<file path="src/rtl/stop_light_pkg.sv">
// stop_light_pkg: phase encoding, fault codes and default dwell counts shared by
// the stop-light controller and its monitor.
package stop_light_pkg;
    typedef enum logic [2:0] {PH_SYNC, PH_LEFT, PH_GREEN, PH_AMBER, PH_RED} phase_t;
    localparam logic [2:0] FC_NONE = 3'd0, FC_ILLEGAL = 3'd1, FC_ORDER = 3'd2,
                           FC_SHORT = 3'd3, FC_LONG = 3'd4;
    localparam int DEF_LEFT_STEPS = 2, DEF_GREEN_STEPS = 3, DEF_AMBER_STEPS = 1, DEF_RED_STEPS = 5;
    // lamp vector order is {Red, Amber, Green, LeftGreen}
    function automatic logic [3:0] lamp_of(phase_t p);
        return p == PH_LEFT ? 4'b0001 : p == PH_GREEN ? 4'b0010 :
               p == PH_AMBER ? 4'b0100 : p == PH_RED ? 4'b1000 : 4'b0000;
    endfunction
    function automatic phase_t succ_of(phase_t p);
        return p == PH_LEFT ? PH_GREEN : p == PH_GREEN ? PH_AMBER :
               p == PH_AMBER ? PH_RED : p == PH_RED ? PH_LEFT : PH_SYNC;
    endfunction
endpackage

</file>
<file path="src/rtl/stop_light_monitor_if.sv">
// stop_light_monitor_if: observed lamps in, decoded monitor status out.
interface stop_light_monitor_if;
    logic       LeftGreen, Green, Amber, Red;
    logic [2:0] phase;
    logic       synced;
    logic [3:0] dwell;
    logic       fault;
    logic [2:0] fault_code;
    logic [7:0] cycle_cnt;
    modport master (output LeftGreen, Green, Amber, Red,
                    input phase, synced, dwell, fault, fault_code, cycle_cnt);
    modport slave  (input LeftGreen, Green, Amber, Red,
                    output phase, synced, dwell, fault, fault_code, cycle_cnt);
endinterface

</file>
<file path="src/rtl/stop_light_dwell_ctr.sv">
// stop_light_dwell_ctr: 4-bit dwell counter (clear > load-1 > increment) with limit compare.
module stop_light_dwell_ctr (
    input  logic       CLK,
    input  logic       RST,
    input  logic       clr,
    input  logic       load,
    input  logic       inc,
    input  logic [3:0] limit,
    output logic [3:0] cnt,
    output logic       at_limit
);
    always_ff @(posedge CLK or posedge RST)
        if (RST)       cnt <= 4'd0;
        else if (clr)  cnt <= 4'd0;
        else if (load) cnt <= 4'd1;
        else if (inc)  cnt <= cnt + 4'd1;
    assign at_limit = cnt == limit;
endmodule

</file>
<file path="src/rtl/stop_light_monitor.sv">
// stop_light_monitor: tracks the LEFT-GREEN-AMBER-RED lamp sequence, checks dwell
// times, latches the first fault and counts complete correct cycles.
module stop_light_monitor import stop_light_pkg::*; #(
    parameter int LEFT_STEPS  = DEF_LEFT_STEPS,
    parameter int GREEN_STEPS = DEF_GREEN_STEPS,
    parameter int AMBER_STEPS = DEF_AMBER_STEPS,
    parameter int RED_STEPS   = DEF_RED_STEPS
) (
    input logic CLK,
    input logic RST,
    stop_light_monitor_if.slave bus
);
    phase_t     state, state_n;
    logic [3:0] cur, prev, limit, dwell;
    logic       legal, same, succ, go, at_lim, clr, load, inc, viol, fault;
    logic [2:0] code_n, fault_code;
    logic [7:0] cycle_cnt;

    assign cur = {bus.Red, bus.Amber, bus.Green, bus.LeftGreen};

    always_ff @(posedge CLK or posedge RST)
        if (RST) state <= PH_SYNC;
        else     state <= state_n;

    always_comb begin
        limit = state == PH_LEFT ? 4'(LEFT_STEPS) : state == PH_GREEN ? 4'(GREEN_STEPS) :
                state == PH_AMBER ? 4'(AMBER_STEPS) : 4'(RED_STEPS);
        legal = $onehot(cur);
        same = cur == lamp_of(state);
        succ = cur == lamp_of(succ_of(state));
        go = state == PH_SYNC && prev == 4'b1000 && cur == 4'b0001;
        // a successor lamp can only arrive early, since dwell never passes the limit
        code_n = state == PH_SYNC ? FC_NONE : !legal ? FC_ILLEGAL : !(same || succ) ? FC_ORDER :
                 succ && !at_lim ? FC_SHORT : same && at_lim ? FC_LONG : FC_NONE;
        viol = code_n != FC_NONE;
        state_n = viol ? PH_SYNC : go ? PH_LEFT : succ ? succ_of(state) : state;
        clr = viol || (state == PH_SYNC && !go);
        load = go || (state != PH_SYNC && succ);
        inc = state != PH_SYNC && same;
    end

    stop_light_dwell_ctr u_dwell (
        .CLK(CLK), .RST(RST), .clr(clr), .load(load), .inc(inc),
        .limit(limit), .cnt(dwell), .at_limit(at_lim)
    );

    // reaching RED while synced implies LEFT, GREEN, AMBER were all walked in order
    always_ff @(posedge CLK or posedge RST)
        if (RST) begin
            prev       <= 4'b0000;
            fault      <= 1'b0;
            fault_code <= FC_NONE;
            cycle_cnt  <= 8'd0;
        end else begin
            prev  <= cur;
            fault <= fault | viol;
            if (viol && !fault) fault_code <= code_n;
            if (state == PH_RED && succ && !viol && cycle_cnt != 8'hFF) cycle_cnt <= cycle_cnt + 8'd1;
        end

    assign bus.phase      = state;
    assign bus.synced     = state != PH_SYNC;
    assign bus.dwell      = dwell;
    assign bus.fault      = fault;
    assign bus.fault_code = fault_code;
    assign bus.cycle_cnt  = cycle_cnt;
endmodule

</file>
<file path="src/flat_wrapper.sv">
// flat-port wrapper written by rule: the top's interface ports become plain ports
module stop_light_monitor_flat import stop_light_pkg::*;
#(
    parameter int LEFT_STEPS  = DEF_LEFT_STEPS,
    parameter int GREEN_STEPS = DEF_GREEN_STEPS,
    parameter int AMBER_STEPS = DEF_AMBER_STEPS,
    parameter int RED_STEPS   = DEF_RED_STEPS
)
  (CLK, RST, bus_LeftGreen, bus_Green, bus_Amber, bus_Red, bus_phase, bus_synced, bus_dwell, bus_fault, bus_fault_code, bus_cycle_cnt);
  stop_light_monitor_if bus_i ();
  input logic CLK;
  input logic RST;
  input wire logic [$bits(bus_i.LeftGreen)-1:0] bus_LeftGreen;
  input wire logic [$bits(bus_i.Green)-1:0] bus_Green;
  input wire logic [$bits(bus_i.Amber)-1:0] bus_Amber;
  input wire logic [$bits(bus_i.Red)-1:0] bus_Red;
  output wire logic [$bits(bus_i.phase)-1:0] bus_phase;
  output wire logic [$bits(bus_i.synced)-1:0] bus_synced;
  output wire logic [$bits(bus_i.dwell)-1:0] bus_dwell;
  output wire logic [$bits(bus_i.fault)-1:0] bus_fault;
  output wire logic [$bits(bus_i.fault_code)-1:0] bus_fault_code;
  output wire logic [$bits(bus_i.cycle_cnt)-1:0] bus_cycle_cnt;
  assign bus_i.LeftGreen = bus_LeftGreen;
  assign bus_i.Green = bus_Green;
  assign bus_i.Amber = bus_Amber;
  assign bus_i.Red = bus_Red;
  assign bus_phase = bus_i.phase;
  assign bus_synced = bus_i.synced;
  assign bus_dwell = bus_i.dwell;
  assign bus_fault = bus_i.fault;
  assign bus_fault_code = bus_i.fault_code;
  assign bus_cycle_cnt = bus_i.cycle_cnt;
  stop_light_monitor #(.LEFT_STEPS(LEFT_STEPS), .GREEN_STEPS(GREEN_STEPS), .AMBER_STEPS(AMBER_STEPS), .RED_STEPS(RED_STEPS)) u_core (.CLK(CLK), .RST(RST), .bus(bus_i));
endmodule
</file>
<file path="config.mk">
export PLATFORM = sky130hd
export DESIGN_NAME = stop_light_monitor_flat
export DESIGN_NICKNAME = d
export VERILOG_FILES = /design/src/rtl/stop_light_pkg.sv /design/src/rtl/stop_light_monitor_if.sv /design/src/rtl/stop_light_dwell_ctr.sv /design/src/rtl/stop_light_monitor.sv /design/src/flat_wrapper.sv
export SDC_FILE = /design/constraint.sdc
export NUM_CORES = 1
export LEC_CHECK = 0
export CORE_UTILIZATION = 35
export DETAILED_ROUTE_END_ITERATION = 6
export DONT_BUFFER_PORTS = 1
export GPL_TIMING_DRIVEN = 1
export SLEW_MARGIN = 30
export SYNTH_ARGS = -nofsm -noshare
export SYNTH_HDL_FRONTEND = slang
export SYNTH_SLANG_ARGS = --single-unit
</file>
<file path="constraint.sdc">
create_clock -name CLK -period 3.71 [get_ports CLK]
set_input_delay 0.9275 -clock CLK [delete_from_list [all_inputs] [get_ports CLK]]
set_output_delay 0.9275 -clock CLK [all_outputs]
set_load 0.03 [all_outputs]
</file>
==> impl_metrics.toml <==
[detailed_routing]
num_vias = 1131
routed_wl_mm = 3.11
ant_nets = 0
remaining_drc_errors = 0
drtIter0Drc = 76
viasPerCell = 5.52
routedWlPerCell_um = 15.2
drt_pass1_iterations = 4

[place]
place_ws_ps = 270
dpl.hpwl_mm = 2.25
dp.cells = 201
numPortBuffers = 0
place_area_um2 = 1500
routabilityCongestion = 0.749

[power_and_ir_drop]
pwr_density_cell_nw_per_um2 = 337
ir_drop_v = 0.000178
p_leak_nw = 0.642

[finish]
final_nets = 170
layout_commonest_cell = "dfrtp_1"
syn2layout_area_growth_pct = 5.91
n_antenna_cell = 0
final_cell_mix = "dfrtp_1, nand2_1, nor2_1"
finalNonFillerCells = 205
post-route-util = 0.387
drive_gt1_frac = 0.103
design_area_um2 = 1550

[global_route]
met1_usage = 0.192
grt_overflow = 0
grt_pass1_wl_mm = 5.20
antenna_found_initial = 0
grtUsageMet2 = 0.250
grt_usage = 0.155
met3_usage = 0.0497
grt_pass1_vias = 1106
grt_max_degree = 24
busiest_layer = "met2"

[yosys]
ys_seq_elements = 23
syn_inst = 154
async_flop_share = 1.00
postSynthAreaPerCell_um2 = 9.49
yosysUniqueCellTypes = 47
synth_ff_type = "dfrtp_1"
ys_seq_area_frac = 0.394
synth_edf_count = 0
syn_nets = 168
netlist_area_um2 = 1460
yosysWarnings = 0

[critical_path]
r2r-start = "u_core.bus.phase[1]$_DFFE_PP0P_"
critPathKind = "input port to flop"
start_kind = "input port"
cp_max_fo = 8
crit_start = "bus_Red"
rrSetupSlack_ps = 790
cp-end-kind = "flop"
required_ps = 3860
cp_data_arrival_time_ps = 3300

[timing]
worst_slew_pin_slew_ps = 769
fin_crit_sh = 0.849
skew_ps = 4.92
slew_violations = 0
fin_crit_ps = 3150
hold_viol = 0
slew_headroom = 0.487
setup_ws_ps = 559
tns_ps = 0
finalSetupViolations = 0
rsz0062_at_grt = "false"
fmaxAchievable_mhz = 317

[clock_tree]
cts_hold_buf = 0
cts_buffer_depth = 2
root_buffer = "clkbuf_8"
clock_sinks = 23
ctsResizeCount = 0
cts_tree = "built"
numCtsBuffers = 3
clock_latency_ps = 260
postCtsSetupRepairBufs = 0
htreeDepth = 1
path_clk_slew_ps = 90

[floorplan]
start_util = 0.365
die_w_um = 66.6
fp.dieH_um = 66.6
die_area_um2 = 4440
row_count = 23
ioPinCount = 26
fp.coreArea_um2 = 4000

[run]
maxCapViolations = 0

[status]
outcome = "finished clean"

[worst_hold_path]
hold_class = "input port to async pin"
-- path summary, 6_finish.rpt --
check / endpoint / depth (start not counted)
setup / recovery: u_core.bus.cycle_cnt[1]$_DFFE_PP0P_ / 8
hold / removal: u_core.bus.phase[1]$_DFFE_PP0P_ / 1
setup reg to reg: u_core.bus.cycle_cnt[1]$_DFFE_PP0P_ / 5
hold reg to reg: u_core.u_dwell.cnt[0]$_DFFE_PP0P_ / 3
max in group asynchronous: u_core.bus.cycle_cnt[1]$_DFFE_PP0P_ / 1
min in group CLK: u_core.u_dwell.cnt[0]$_DFFE_PP0P_ / 3
-- critical path: stages --
cell     delay, ps
inv_1           40
ha_1           300
ha_1           210
fa_1           430
nor3b_1        280
nand3_1        100
or4_1          630
mux2_4         370
-- state kept, by name, indices dropped and copies added, names as in the netlist --
| register | flops |
|---|---|
| u_core.bus.cycle_cnt | 8 |
| u_core.bus.fault | 1 |
| u_core.bus.fault_code | 3 |
| u_core.bus.phase | 3 |
| u_core.prev | 4 |
| u_core.u_dwell.cnt | 4 |
-- report_power, final --
| group | total [W] | internal (W) | switching (W) |
|---|---|---|---|
| Sequential | 0.000307 | 0.000265 | 0.0000421 |
| Clock | 0.000158 | 0.0000766 | 0.0000809 |
| Combinational | 0.0000577 | 0.0000270 | 0.0000307 |
| Total | 0.000522 | 0.000368 | 0.000154 |
-- layout make-up --
class                   count  area, µm²
clock buffers               4       45.0
fillers                   417       2450
inverters                  11       41.3
multi-input cells         115        808
flip-flops and latches     23        576
well taps                  50       62.6
repair buffers              2       15.0
-- kinds of logic (layout without fill, tap and decap cells) --
group,after synthesis,in the layout,synth area share
AOI/OAI and AO/OA,31,31,0.147
DFF,23,23,0.394
buffers and inverters,16,17,0.0531
xor gates and xnor gates,10,10,0.0599
and+or+nand+nor,65,65,0.262
adders and majority gates,8,8,0.0736
muxes,1,1,0.0103
-- metrics by stage --
step	hold WS (ps)	power (W)
6_report	563	0.000522
5_1_grt	603	0.000551
4_1_cts	619	0.000529
3_5_place_dp	607	0.000371
3_3_place_gp	602	0.000369
2_1_floorplan	541	0.000352
-- per-layer routing --
layer / vias up / wire length, µm
met3: 4 / 186
met2: 23 / 1460
li1: 553 / -
met1: 551 / 1430
met4: 0 / 34
met5: - / 0
-- synthesized netlist by cell type, types with 3 or more instances --
master     n  area share
ha_1       7       0.060
a211o_1    3       0.018
nand4_1    3       0.013
nand2b_1   5       0.021
nor2_2     4       0.017
xnor2_1    3       0.018
dfrtp_1   23        0.39
nor2_1    11       0.028
inv_1     11       0.028
nand3_1    5       0.017
xor2_1     7       0.042
a211oi_1   3       0.015
nor4b_1    3       0.018
nand2_1   12       0.031
o21ai_0    9       0.031
a21oi_1    4       0.014
Note: power is estimated with default switching activity, not from simulation.
